**config.mk**
```make
export PLATFORM = sky130hd
export DESIGN_NAME = duty_slew_flat
export DESIGN_NICKNAME = d
export VERILOG_FILES = /design/src/rtl/ebike_pkg.sv /design/src/rtl/duty_slew_if.sv /design/src/rtl/duty_period_tmr.sv /design/src/rtl/duty_slew.sv /design/src/flat_wrapper.sv
export SDC_FILE = /design/constraint.sdc
export NUM_CORES = 1
export LEC_CHECK = 0
export ABC_CLOCK_PERIOD_IN_PS = 5300
export CORE_UTILIZATION = 35
export DETAILED_ROUTE_END_ITERATION = 12
export PLACE_DENSITY = 0.57
export SYNTH_ARGS = -nofsm -noshare
export SYNTH_HDL_FRONTEND = slang
export SYNTH_SLANG_ARGS = --single-unit
```
**constraint.sdc**
```tcl
create_clock -name clk -period 5.3 [get_ports clk]
set_input_delay 1.325 -clock clk [delete_from_list [all_inputs] [get_ports clk]]
set_output_delay 1.325 -clock clk [all_outputs]
set_load 0.005 [all_outputs]
```
**src/rtl/ebike_pkg.sv**
```systemverilog
// Shared types and constants for the e-bike motor drive datapath.
package ebike_pkg;
    localparam int DUTY_W     = 11;
    localparam int PWM_PERIOD = 2048;

    typedef enum logic [1:0] {
        S_IDLE  = 2'd0,
        S_RAMP  = 2'd1,
        S_HOLD  = 2'd2,
        S_FAULT = 2'd3
    } slew_state_t;
endpackage

```
**src/rtl/duty_slew_if.sv**
```systemverilog
// Control/status bundle between the motor controller and the duty slew limiter.
interface duty_slew_if;
    import ebike_pkg::*;

    logic              en;
    logic [DUTY_W-1:0] target;
    logic [3:0]        step;
    logic              fault;
    logic              clr_fault;
    logic [DUTY_W-1:0] duty;
    logic              at_target;
    logic              fault_latched;
    logic              period_start;

    modport master (
        output en, target, step, fault, clr_fault,
        input  duty, at_target, fault_latched, period_start
    );

    modport slave (
        input  en, target, step, fault, clr_fault,
        output duty, at_target, fault_latched, period_start
    );
endinterface

```
**src/rtl/duty_period_tmr.sv**
```systemverilog
// PWM period counter plus update-tick divider, phase-locked to the PWM stage.
module duty_period_tmr
    import ebike_pkg::*;
#(
    parameter int TICK_DIV = 4
) (
    input  logic clk,
    input  logic rst_n,
    output logic o_period_start,
    output logic o_tick
);
    localparam logic [DUTY_W-1:0] PCNT_MAX = DUTY_W'(PWM_PERIOD - 1);
    localparam logic [3:0]        DIV_MAX  = 4'(TICK_DIV - 1);

    logic              r_run;
    logic [DUTY_W-1:0] r_pcnt;
    logic [3:0]        r_div;
    logic              r_pstart;
    logic              w_wrap;

    assign w_wrap = (r_pcnt == PCNT_MAX);

    // First edge after reset holds the count at 0 and marks the first period.
    always_ff @(posedge clk or negedge rst_n) begin
        if (!rst_n) begin
            r_run    <= 1'b0;
            r_pcnt   <= '0;
            r_div    <= '0;
            r_pstart <= 1'b0;
        end else begin
            r_run    <= 1'b1;
            r_pstart <= !r_run || w_wrap;
            if (r_run) begin
                r_pcnt <= r_pcnt + 1'b1;
                if (w_wrap)
                    r_div <= (r_div == DIV_MAX) ? 4'd0 : r_div + 4'd1;
            end
        end
    end

    assign o_period_start = r_pstart;
    assign o_tick         = r_run && w_wrap && (r_div == DIV_MAX);
endmodule

```
**src/rtl/duty_slew.sv**
```systemverilog
// Slew-rate limiter for the PWM duty command with latched emergency stop.
module duty_slew
    import ebike_pkg::*;
#(
    parameter int TICK_DIV = 4
) (
    input  logic        clk,
    input  logic        rst_n,
    duty_slew_if.slave  bus
);
    slew_state_t       r_state, w_state_n;
    logic [DUTY_W-1:0] r_duty, w_duty_n;
    logic              r_at, w_at_n;
    logic              r_flt, w_flt_n;

    logic              w_tick;
    logic              w_pstart;
    logic [DUTY_W-1:0] w_eff;
    logic signed [11:0] w_diff;
    logic [11:0]       w_mag;
    logic [11:0]       w_step12;
    logic              w_close;
    logic [DUTY_W-1:0] w_slew;
    logic              w_reach;

    duty_period_tmr #(.TICK_DIV(TICK_DIV)) u_tmr (
        .clk            (clk),
        .rst_n          (rst_n),
        .o_period_start (w_pstart),
        .o_tick         (w_tick)
    );

    assign w_eff    = bus.en ? bus.target : '0;
    assign w_diff   = $signed({1'b0, w_eff}) - $signed({1'b0, r_duty});
    assign w_mag    = w_diff[11] ? (~w_diff + 12'sd1) : w_diff;
    assign w_step12 = {8'd0, bus.step};
    assign w_close  = (w_mag <= w_step12);
    assign w_reach  = w_close && (bus.step != 4'd0);

    // A larger gap than one step can never overshoot, so no clamping needed.
    always_comb begin
        w_slew = r_duty;
        if (w_close)
            w_slew = w_eff;
        else if (!w_diff[11])
            w_slew = r_duty + {7'd0, bus.step};
        else
            w_slew = r_duty - {7'd0, bus.step};
    end

    always_ff @(posedge clk or negedge rst_n) begin
        if (!rst_n) begin
            r_state <= S_IDLE;
            r_duty  <= '0;
            r_at    <= 1'b0;
            r_flt   <= 1'b0;
        end else begin
            r_state <= w_state_n;
            r_duty  <= w_duty_n;
            r_at    <= w_at_n;
            r_flt   <= w_flt_n;
        end
    end

    always_comb begin
        w_state_n = r_state;
        if (bus.fault) begin
            w_state_n = S_FAULT;
        end else begin
            unique case (r_state)
                S_IDLE:
                    if (w_eff != '0) w_state_n = S_RAMP;
                S_RAMP:
                    if (w_tick && w_reach)
                        w_state_n = (w_eff == '0) ? S_IDLE : S_HOLD;
                S_HOLD:
                    if (w_eff != r_duty) w_state_n = S_RAMP;
                S_FAULT:
                    if (bus.clr_fault) w_state_n = S_IDLE;
                default:
                    w_state_n = S_IDLE;
            endcase
        end
    end

    always_comb begin
        w_duty_n = r_duty;
        if (bus.fault)
            w_duty_n = '0;
        else if (r_state == S_RAMP && w_tick)
            w_duty_n = w_slew;
        w_at_n  = (w_state_n == S_HOLD) && (w_duty_n == w_eff);
        w_flt_n = (w_state_n == S_FAULT);
    end

    assign bus.duty          = r_duty;
    assign bus.at_target     = r_at;
    assign bus.fault_latched = r_flt;
    assign bus.period_start  = w_pstart;
endmodule

```
**src/flat_wrapper.sv**
```systemverilog
// flat-port wrapper written by rule: the top's interface ports become plain ports
module duty_slew_flat import ebike_pkg::*;
#(
    parameter int TICK_DIV = 4
)
  (clk, rst_n, bus_en, bus_target, bus_step, bus_fault, bus_clr_fault, bus_duty, bus_at_target, bus_fault_latched, bus_period_start);
  duty_slew_if bus_i ();
  input  logic clk;
  input  logic rst_n;
  input wire logic [$bits(bus_i.en)-1:0] bus_en;
  input wire logic [$bits(bus_i.target)-1:0] bus_target;
  input wire logic [$bits(bus_i.step)-1:0] bus_step;
  input wire logic [$bits(bus_i.fault)-1:0] bus_fault;
  input wire logic [$bits(bus_i.clr_fault)-1:0] bus_clr_fault;
  output wire logic [$bits(bus_i.duty)-1:0] bus_duty;
  output wire logic [$bits(bus_i.at_target)-1:0] bus_at_target;
  output wire logic [$bits(bus_i.fault_latched)-1:0] bus_fault_latched;
  output wire logic [$bits(bus_i.period_start)-1:0] bus_period_start;
  assign bus_i.en = bus_en;
  assign bus_i.target = bus_target;
  assign bus_i.step = bus_step;
  assign bus_i.fault = bus_fault;
  assign bus_i.clr_fault = bus_clr_fault;
  assign bus_duty = bus_i.duty;
  assign bus_at_target = bus_i.at_target;
  assign bus_fault_latched = bus_i.fault_latched;
  assign bus_period_start = bus_i.period_start;
  duty_slew #(.TICK_DIV(TICK_DIV)) u_core (.clk(clk), .rst_n(rst_n), .bus(bus_i));
endmodule
```
# After elaboration in Yosys (flattened, before gate mapping)
# Index checks and enable logic that the tools add are counted.
# Widths: inputs -> output; s select.
# word_totals
reg_bits,32
in_bits,20
output_inout_bits,14
wordCells,52
# classes
add_sub_neg,6
n_lt_le_gt_ge,1
n_eq_ne,9
n_mux,14
n_bitwise,1
reduce_logical,13
# op_table
op,count
$mux 11,5
$add 12x2->12 const B,1
$le 12x4->1,1
$mux 12,1
$mux 2,6
$not 12->12,1
$sub 11x11->12,1
$add 11x1->11 const B,1
$add 11x4->11,1
$eq 11x11->1,1
$eq 11x11->1 const B,1
$logic_not 11->1,1
$ne 11x11->1,1
$reduce_bool 11->1,1
$sub 11x4->11,1
$eq 2x2->1 const B,4
$pmux 2 s4,1
$logic_and 1x1->1,6
$add 4x1->4 const B,1
$eq 4x2->1 const B,1
$mux 4,1
$reduce_bool 4->1,1
$eq 2x1->1 const B,1
$logic_not 2->1,1
3 further kinds,3

# Depth between registers and ports, before layout
# Gate-level depths: netlist of the first run.
# logic_depth
ltp_word,13
depth_mapped,26
ltp_nobuf,21

# Modules after synthesis
# A second synthesis of the first run with hierarchy kept.
# hier_totals
cells_unflattened,390
hier_area_um2,3354.5
# modules_own_cells
module,n_inst,cells_each,area_per_inst_um2,seq_area_each_um2
duty_slew,1,326,2577.5,375.4
duty_period_tmr,1,64,777.0,425.4

# Worst setup path before layout of the first run
# OpenSTA, ideal clock, no wires.
# synth_path
path_type,input port to flip-flop
start,input port bus_en
end,register u_core.r_duty[10] (netlist: u_core.bus.duty[10])
setup_ns,0.094
arrival_ns,5.672
required_time_ns,5.206
path_slack_ns,-0.466
path_stages,24
path_buffers,3
cell_sequence,buf_4 -> buf_2 -> clkbuf_1 -> nand2_1 -> inv_1 -> ha_1 -> and4b_1 -> nor3_1 -> nand3_1 -> a2111oi_4 -> nor2_1 -> nor2_1 -> a21oi_1 -> fa_1 -> a21o_1 -> a21oi_1 -> o21ai_0 -> a21oi_1 -> o21ai_0 -> a21o_1 -> a21oi_1 -> xnor2_1 -> mux2i_1 -> a211oi_1
# synth_via
elab_chain_cells,9
elab_cells_between_ends,10
cone_classes,add/sub: 2; order compare: 1; mux: 6; bitwise: 1
# synth_lines
element,line_no,rtl
"start, declared",flat_wrapper.sv:10,input wire logic [$bits(bus_i.en)-1:0] bus_en;
$mux 11 *,duty_slew.sv:33,assign w_eff = bus.en ? bus.target : '0;
$sub 11x11->12,duty_slew.sv:34,"assign w_diff = $signed({1'b0, w_eff}) - $signed({1'b0, r_duty});"
$not 12->12,duty_slew.sv:35,assign w_mag = w_diff[11] ? (~w_diff + 12'sd1) : w_diff;
$add 12x2->12,duty_slew.sv:35,
$mux 12,duty_slew.sv:35,
$le 12x4->1,duty_slew.sv:37,assign w_close = (w_mag <= w_step12);
$mux 11 *,duty_slew.sv:43,if (w_close)
$mux 11 *,duty_slew.sv:90,else if (r_state == S_RAMP && w_tick)
$mux 11 *,duty_slew.sv:88,if (bus.fault)
net u_core.w_duty_n[10],duty_slew.sv:12,"logic [DUTY_W-1:0] r_duty, w_duty_n;"
"end signal, assigned",duty_slew.sv:59,r_duty <= w_duty_n;
"end, declared",duty_slew.sv:12,
# The timed path passes the listed nets; every way through them passes the cells marked *.
# A chain may end at the register's enable or synchronous reset.

# Worst setup path in the final report of the first run
# layout_path
start,input port bus_en
end,register u_core.r_flt (netlist: u_core.bus.fault_latched)
# layout_via
elab_chain_cells,12
elab_cells_between_ends,18
cone_classes,add/sub: 2; order compare: 1; eq/ne: 2; mux: 8; bitwise: 1; reduce/logical: 4
# layout_lines
element,line_no,rtl
$mux 11 *,duty_slew.sv:33,
$sub 11x11->12,duty_slew.sv:34,
$not 12->12,duty_slew.sv:35,
$add 12x2->12,duty_slew.sv:35,
$mux 12,duty_slew.sv:35,
$le 12x4->1,duty_slew.sv:37,
$logic_and 1x1->1,duty_slew.sv:38,assign w_reach = w_close && (bus.step != 4'd0);
$logic_and 1x1->1,duty_slew.sv:74,if (w_tick && w_reach)
$mux 2,duty_slew.sv:74,
$pmux 2 s4 *,duty_slew.sv:70,unique case (r_state)
$mux 2 *,duty_slew.sv:67,if (bus.fault) begin
net u_core.w_state_n[1],duty_slew.sv:11,"slew_state_t r_state, w_state_n;"
$eq 2x2->1 *,duty_slew.sv:93,w_flt_n = (w_state_n == S_FAULT);
net u_core.w_flt_n,duty_slew.sv:14,"logic r_flt, w_flt_n;"
"end signal, assigned",duty_slew.sv:61,r_flt <= w_flt_n;
"end, declared",duty_slew.sv:14,
# Marked as above.

==> results.json, run 1 <==
{
  "status": "completed",
  "wl_um": 10500,
  "slowest_delay_ns": 0.30,
  "worst_pin_slew_ns": 0.867,
  "yosysSeqAreaShare_pct": 23.4,
  "grt.overflow.total": 0,
  "place_congestion": 0.910,
  "io_buffers": 33,
  "use_met1_pct": 30.5,
  "ys_warn_count": 0,
  "synth_top_family_by_area": "compound AO/OA/AOI/OAI gates",
  "switching_share_pct": 35.9,
  "critical_path_class": "input pin to flop",
  "antenna_cells": 0,
  "cts-root-buf": "clkbuf_8",
  "whs_ns": 0.475,
  "synth_seq_cells": 32,
  "synth-compound-area-share_pct": 25.9,
  "vias": 3474,
  "worstSetupPathDepth": 27,
  "synth_enable_flop_cells": 0,
  "cts_tree": "built",
  "cp_max_fo": 9,
  "grt_use_total_pct": 21.6,
  "cts_sinks": 32,
  "endpoint_kind": "flop",
  "power.share.combinational_pct": 44.2,
  "fin_ws_ns": 0.196,
  "layout_commonest_cell": "buf_4",
  "area_growth_pct": 38.0,
  "via_per_inst": 5.28,
  "post-place-ws_ns": -0.444,
  "clk_pin_slew_ns": 0.08,
  "fin_nets": 577,
  "use_met3_pct": 2.43,
  "synth-adder-area-share_pct": 10.8,
  "die_y_um": 101,
  "pin_count": 34,
  "p_switching_mw": 0.317,
  "fillers": 920,
  "crit_buf_inv": 8,
  "cp.required_ns": 5.48,
  "numCtsBuffers": 5,
  "startpoint_type": "input pin",
  "leakage_nw": 2.10,
  "first_pass_iters": 4,
  "clock_path_buffers": 2,
  "seq_power_share_pct": 33.9,
  "hold_viol": 0,
  "setup-violations-final": 0,
  "place_hpwl_um": 8340,
  "drc": 0,
  "syn_inst": 411,
  "path_common_cell": "buf_4",
  "synth.mux.area_fraction_pct": 3.59,
  "slew_headroom_pct": 40.7,
  "p_per_area_nw_per_um2": 187,
  "insertion_delay_ns": 0.29,
  "final_cell_mix": "87 x buf_4, 33 x nand2_1, 32 x dfrtp_1",
  "drt_iter0_drc": 194,
  "busiest_layer": "met2",
  "synth-xor-area-share_pct": 7.43,
  "yosys.area_share.simple_pct": 23.1,
  "cp_slowest_cell": "ha_1",
  "worstPathArrival_ns": 5.29,
  "p_int_mw": 0.565,
  "ys.flop_type": "dfrtp_1",
  "synth_cell_type_count": 80,
  "cap_violations": 0,
  "die_width_um": 101,
  "syn_nets": 460,
  "clock.fmax_mhz": 196,
  "fp.dieArea_um2": 10200,
  "cts_max_level": 2,
  "grt_max_degree": 33,
  "period_minus_slack_ns": 5.10,
  "worst_r2r_path_depth": 22,
  "syn_area_um2": 3420,
  "whs_path_depth": 1,
  "drive_above_1_share_pct": 26.8,
  "grtUsageMet2_pct": 34.7,
  "synthArstFlopShare_pct": 100,
  "syn_avg_cell_area_um2": 8.32,
  "ir_drop_mv": 0.172,
  "drv_slew": 0,
  "grt_pass1_wl_um": 17200,
  "wl_per_cell_um": 15.9,
  "start_util_pct": 36.5,
  "rows": 35,
  "ant_nets": 0,
  "hold_path_class": "flop to flop",
  "antenna_found_initial": 0,
  "core_area_um2": 9370,
  "fin_crit_sh_pct": 96.3,
  "grt_pass1_vias": 3465,
  "critPathTopFamily": "compound AO/OA/AOI/OAI gates",
  "skew_ns": 0.00845,
  "clkPwrFrac_pct": 21.9
}
layout make-up:
| type | instances | area [um2] | area share [%] |
|---|---|---|---|
| Clock buffer | 5 | 68.8 | 1.46 |
| Timing Repair Buffer | 124 | 1030 | 21.9 |
| Sequential cell | 32 | 801 | 17.0 |
| Inverter | 31 | 116 | 2.47 |
| Clock inverter | 3 | 18.8 | 0.398 |
| Tap cell | 129 | 161 | 3.42 |
| Multi-Input combinational cell | 334 | 2520 | 53.4 |
path summary, 6_finish.rpt:
check / slack [ns] / endpoint / startpoint
max: 0.20 / u_core.bus.fault_latched$_DFF_PN0_ / bus_en
max reg2reg: 1.09 / u_core.bus.duty[10]$_DFF_PN0_ / u_core.bus.duty[4]$_DFF_PN0_
max in group asynchronous: 3.57 / u_core.u_tmr.r_pcnt[9]$_DFFE_PN0P_ / rst_n
min in group asynchronous: 1.43 / u_core.u_tmr.r_pcnt[3]$_DFFE_PN0P_ / rst_n
min: 0.48 / u_core.u_tmr.r_pcnt[8]$_DFFE_PN0P_ / u_core.u_tmr.r_pcnt[8]$_DFFE_PN0P_
min reg2reg: 0.48 / u_core.u_tmr.r_pcnt[8]$_DFFE_PN0P_ / u_core.u_tmr.r_pcnt[8]$_DFFE_PN0P_
flip-flops by register name, summed over array words and instances, names as in the netlist:
signal / count
u_core.bus.duty: 11
u_core.u_tmr.r_pcnt: 11
u_core.u_tmr.r_div: 4
u_core.r_state: 2
u_core.bus.at_target: 1
u_core.bus.fault_latched: 1
u_core.u_tmr.o_period_start: 1
u_core.u_tmr.r_run: 1
timing repair:
item,CTS,global route
buffers inserted,12,0
resized for setup,13,11
cloned,0,0
endpoints found under the hold margin,0,0
hold buffers,0,0
endpoints found under the setup margin,12,12
pin swaps,14,8
power groups by stage:
stage	registers (mW)	logic, mW	clock network (mW)
after floorplan	0.297	0.234	0
after global placement	0.302	0.362	0
after detailed placement	0.304	0.367	0
after CTS	0.299	0.387	0.196
after global routing	0.303	0.430	0.208
final	0.299	0.390	0.193
worst reg2reg max path, cell delays in order, from the launching register on:
cell       delay, ns
dfrtp_1         0.48
inv_1           0.12
ha_4            0.25
and4b_1         0.21
buf_4           0.15
nor2_4          0.13
a21oi_4         0.08
a2111oi_4       0.43
or2_4           0.22
buf_4           0.11
nor2_1          0.04
xnor2_1         0.12
ha_1            0.33
a21o_1          0.18
a21oi_2         0.14
o21ai_1         0.09
a21oi_2         0.19
o21ai_2         0.09
a21o_1          0.20
a21oi_2         0.14
xnor2_1         0.13
mux2i_1         0.10
a211oi_2        0.21
cell families (layout without fill, tap and decap cells):
family | count (synthesis) | count (layout)
buffers and inverters | 45 | 163
other | 1 | 1
and+or+nand+nor | 147 | 147
xor gates and xnor gates | 29 | 29
DFF | 32 | 32
muxes | 11 | 11
AOI/OAI and AO/OA | 117 | 117
adders and majority gates | 29 | 29
stage by stage:
step           instances  TNS (ns)  power [mW]  cell area, um2  util (%)
6_report             658         0       0.882            4720      50.3
5_1_grt              658    -0.102       0.941            4720      50.3
4_1_cts              658         0       0.883            4690      50.0
3_5_place_dp         638     -4.96       0.671            4470      47.7
3_3_place_gp         638     -4.12       0.664            4470      47.7
2_1_floorplan        411   -0.0705       0.532            3480         -
cell usage after synthesis, drive strengths merged (5+ instances only):
cell / number / area (um2)
nor2b: 10 / 62.6
nor3: 10 / 66.3
inv: 31 / 116
clkbuf: 6 / 22.5
nand2: 35 / 131
ha: 28 / 350
mux2: 7 / 82.6
a21oi: 28 / 148
nand3: 16 / 80.1
nand4: 5 / 31.3
nand2b: 6 / 37.5
dfrtp: 32 / 801
xor2: 8 / 70.1
a21o: 8 / 60.1
and3: 8 / 50.1
nor2: 23 / 86.3
o22ai: 6 / 37.5
o21ai: 20 / 104
nor4: 5 / 31.3
or3: 6 / 42.5
a211oi: 8 / 77.6
xnor2: 21 / 184
buf: 8 / 52.5
and2: 9 / 56.3
per-layer routing:
layer,vias to the layer above,part of all wire (%)
li1,1743,-
met1,1623,45
met2,88,46
met3,20,5.6
met4,0,2.6
met5,-,0
Note: power is estimated with default switching activity, not from simulation.
==> run 2: changes to the inputs <==
- CAP_MARGIN: unset -> 15
- CELL_PAD_IN_SITES_DETAIL_PLACEMENT: unset -> 0
- CELL_PAD_IN_SITES_GLOBAL_PLACEMENT: unset -> 1
- PLACE_DENSITY: 0.57 -> 0.71
==> run 2 against run 1 <==
Effect of this change:
- fmax rose by 0.75%
- non-clock buffer count fell by 14
- total power fell by 1.9%
- routed wire length rose by 2.9%
- sequential power barely moved
- critical path depth fell by 5
- sequential cell count did not move
- worst setup slack improved by 0.038 ns
- first-iteration DRC count fell by 36%
- global-route usage rose by 0.40 points
==> results.json, run 2 (synthesis results as in run 1) <==
{
  "status": "completed",
  "clk_pin_slew_ns": 0.08,
  "fin_ws_ns": 0.234,
  "critPathTopFamily": "compound AO/OA/AOI/OAI gates",
  "layout_commonest_cell": "buf_4",
  "die_y_um": 101,
  "clock_path_buffers": 2,
  "period_minus_slack_ns": 5.07,
  "wl_per_cell_um": 16.8,
  "cap_violations": 0,
  "cts_max_level": 2,
  "cts-root-buf": "clkbuf_8",
  "first_pass_iters": 4,
  "p_switching_mw": 0.309,
  "wl_um": 10800,
  "core_area_um2": 9370,
  "vias": 3485,
  "hold_path_class": "flop to flop",
  "antenna_cells": 0,
  "critical_path_class": "input pin to flop",
  "startpoint_type": "input pin",
  "cts_sinks": 32,
  "seq_power_share_pct": 34.5,
  "worst_pin_slew_ns": 0.796,
  "antenna_found_initial": 0,
  "start_util_pct": 36.5,
  "power.share.combinational_pct": 43.6,
  "pin_count": 34,
  "setup-violations-final": 0,
  "p_per_area_nw_per_um2": 189,
  "cp_max_fo": 4,
  "cp.required_ns": 5.47,
  "clock.fmax_mhz": 197,
  "place_congestion": 0.956,
  "dpl_cell_area_um2": 4410,
  "drc": 0,
  "tns_ns": 0,
  "grt_use_total_pct": 22.0,
  "final_cell_mix": "75 x buf_4, 34 x nand2_1, 32 x dfrtp_1",
  "worstPathArrival_ns": 5.23,
  "drv_slew": 0,
  "fp.dieArea_um2": 10200,
  "place_hpwl_um": 8840,
  "rows": 35,
  "ant_nets": 0,
  "grt_pass1_vias": 3453,
  "switching_share_pct": 35.7,
  "leakage_nw": 2.02,
  "insertion_delay_ns": 0.28,
  "final_cell_area_um2": 4570,
  "fin_crit_sh_pct": 95.6,
  "via_per_inst": 5.41,
  "post-place-ws_ns": -0.569,
  "slowest_delay_ns": 0.42,
  "p_int_mw": 0.557,
  "slew_headroom_pct": 46.9,
  "cp_slowest_cell": "clkdlybuf4s50_1",
  "grt_max_degree": 33,
  "drt_iter0_drc": 124,
  "io_buffers": 33,
  "path_cells": "clkdlybuf4s50_1 -> nand2_1 -> ha_4 -> nor3_1 -> nor3_1 -> nand3_1 -> a2111oi_4 -> or2_1 -> buf_4 -> nand2_1 -> o21ai_1 -> ha_1 -> nor2b_1 -> o21ai_1 -> nand2b_1 -> a21oi_1 -> a41o_1 -> o31a_1 -> o21ai_2 -> nor3_4 -> mux2_2 -> a211oi_1",
  "skew_ns": 0.0131,
  "final_cells": 644,
  "fin_nets": 563,
  "numCtsBuffers": 5,
  "endpoint_kind": "flop",
  "drive_above_1_share_pct": 24.3,
  "cts_tree": "built",
  "hold_viol": 0,
  "area_growth_pct": 33.7,
  "ir_drop_mv": 0.172,
  "place_inst": 632,
  "clkPwrFrac_pct": 21.9,
  "grt_pass1_wl_um": 17300,
  "crit_buf_inv": 2,
  "die_width_um": 101,
  "cts_hold_buffers": 0,
  "grt.overflow.total": 0
}
## run 2: path summary, 6_finish.rpt
| path | cells past startpoint | end | slack (ns) | start |
|---|---|---|---|---|
| min in group asynchronous | 2 | u_core.u_tmr.r_pcnt[1]$_DFFE_PN0P_ | 1.43 | rst_n |
| max | 22 | u_core.bus.duty[0]$_DFF_PN0_ | 0.23 | bus_target[0] |
| max in group asynchronous | 2 | u_core.u_tmr.o_period_start$_DFF_PN0_ | 3.55 | rst_n |
| max reg2reg | 22 | u_core.bus.duty[0]$_DFF_PN0_ | 0.99 | u_core.bus.duty[4]$_DFF_PN0_ |
| min | 1 | u_core.u_tmr.r_pcnt[5]$_DFFE_PN0P_ | 0.48 | u_core.u_tmr.r_pcnt[5]$_DFFE_PN0P_ |
| min reg2reg | 1 | u_core.u_tmr.r_pcnt[5]$_DFFE_PN0P_ | 0.48 | u_core.u_tmr.r_pcnt[5]$_DFFE_PN0P_ |
## run 2: what timing repair did
action | CTS | global route
pin swaps | 2 | 4
gates resized for setup | 6 | 12
setup endpoints to repair | 13 | 13
cloned | 0 | 0
hold endpoints to repair | 0 | 0
setup buffers | 2 | 2
## run 2: layout make-up
type                       instances  area (um2)
sequential                        32         801
clock inverter                     3        23.8
clock buffer                       5        68.8
inverter                          31         116
tap                              129         161
fill                             954        4800
timing repair buffer             110         912
multi-input combinational        334        2490
## run 2: layer usage
layer,vias to the layer above,wire (um),track usage (%)
li1,1710,-,-
met1,1694,5110,30.8
met2,69,4940,36.6
met3,12,592,3.05
met4,0,154,4.01
met5,-,0,0
## run 2: stage by stage
stage                     hold WS (ns)  total power, mW  util [%]
after global placement           0.456            0.663      47.1
after global routing             0.492            0.926      48.8
after CTS                        0.480            0.868      48.3
after floorplan                  0.438            0.532         -
final                            0.477            0.865      48.8
after detailed placement         0.464            0.671      47.1
## run 2: power groups by stage
stage / Sequential [mW] / Combinational (mW) / Clock, mW
6_report: 0.299 / 0.377 / 0.189
3_3_place_gp: 0.302 / 0.361 / 0
2_1_floorplan: 0.297 / 0.234 / 0
4_1_cts: 0.299 / 0.373 / 0.196
3_5_place_dp: 0.303 / 0.368 / 0
5_1_grt: 0.303 / 0.415 / 0.208
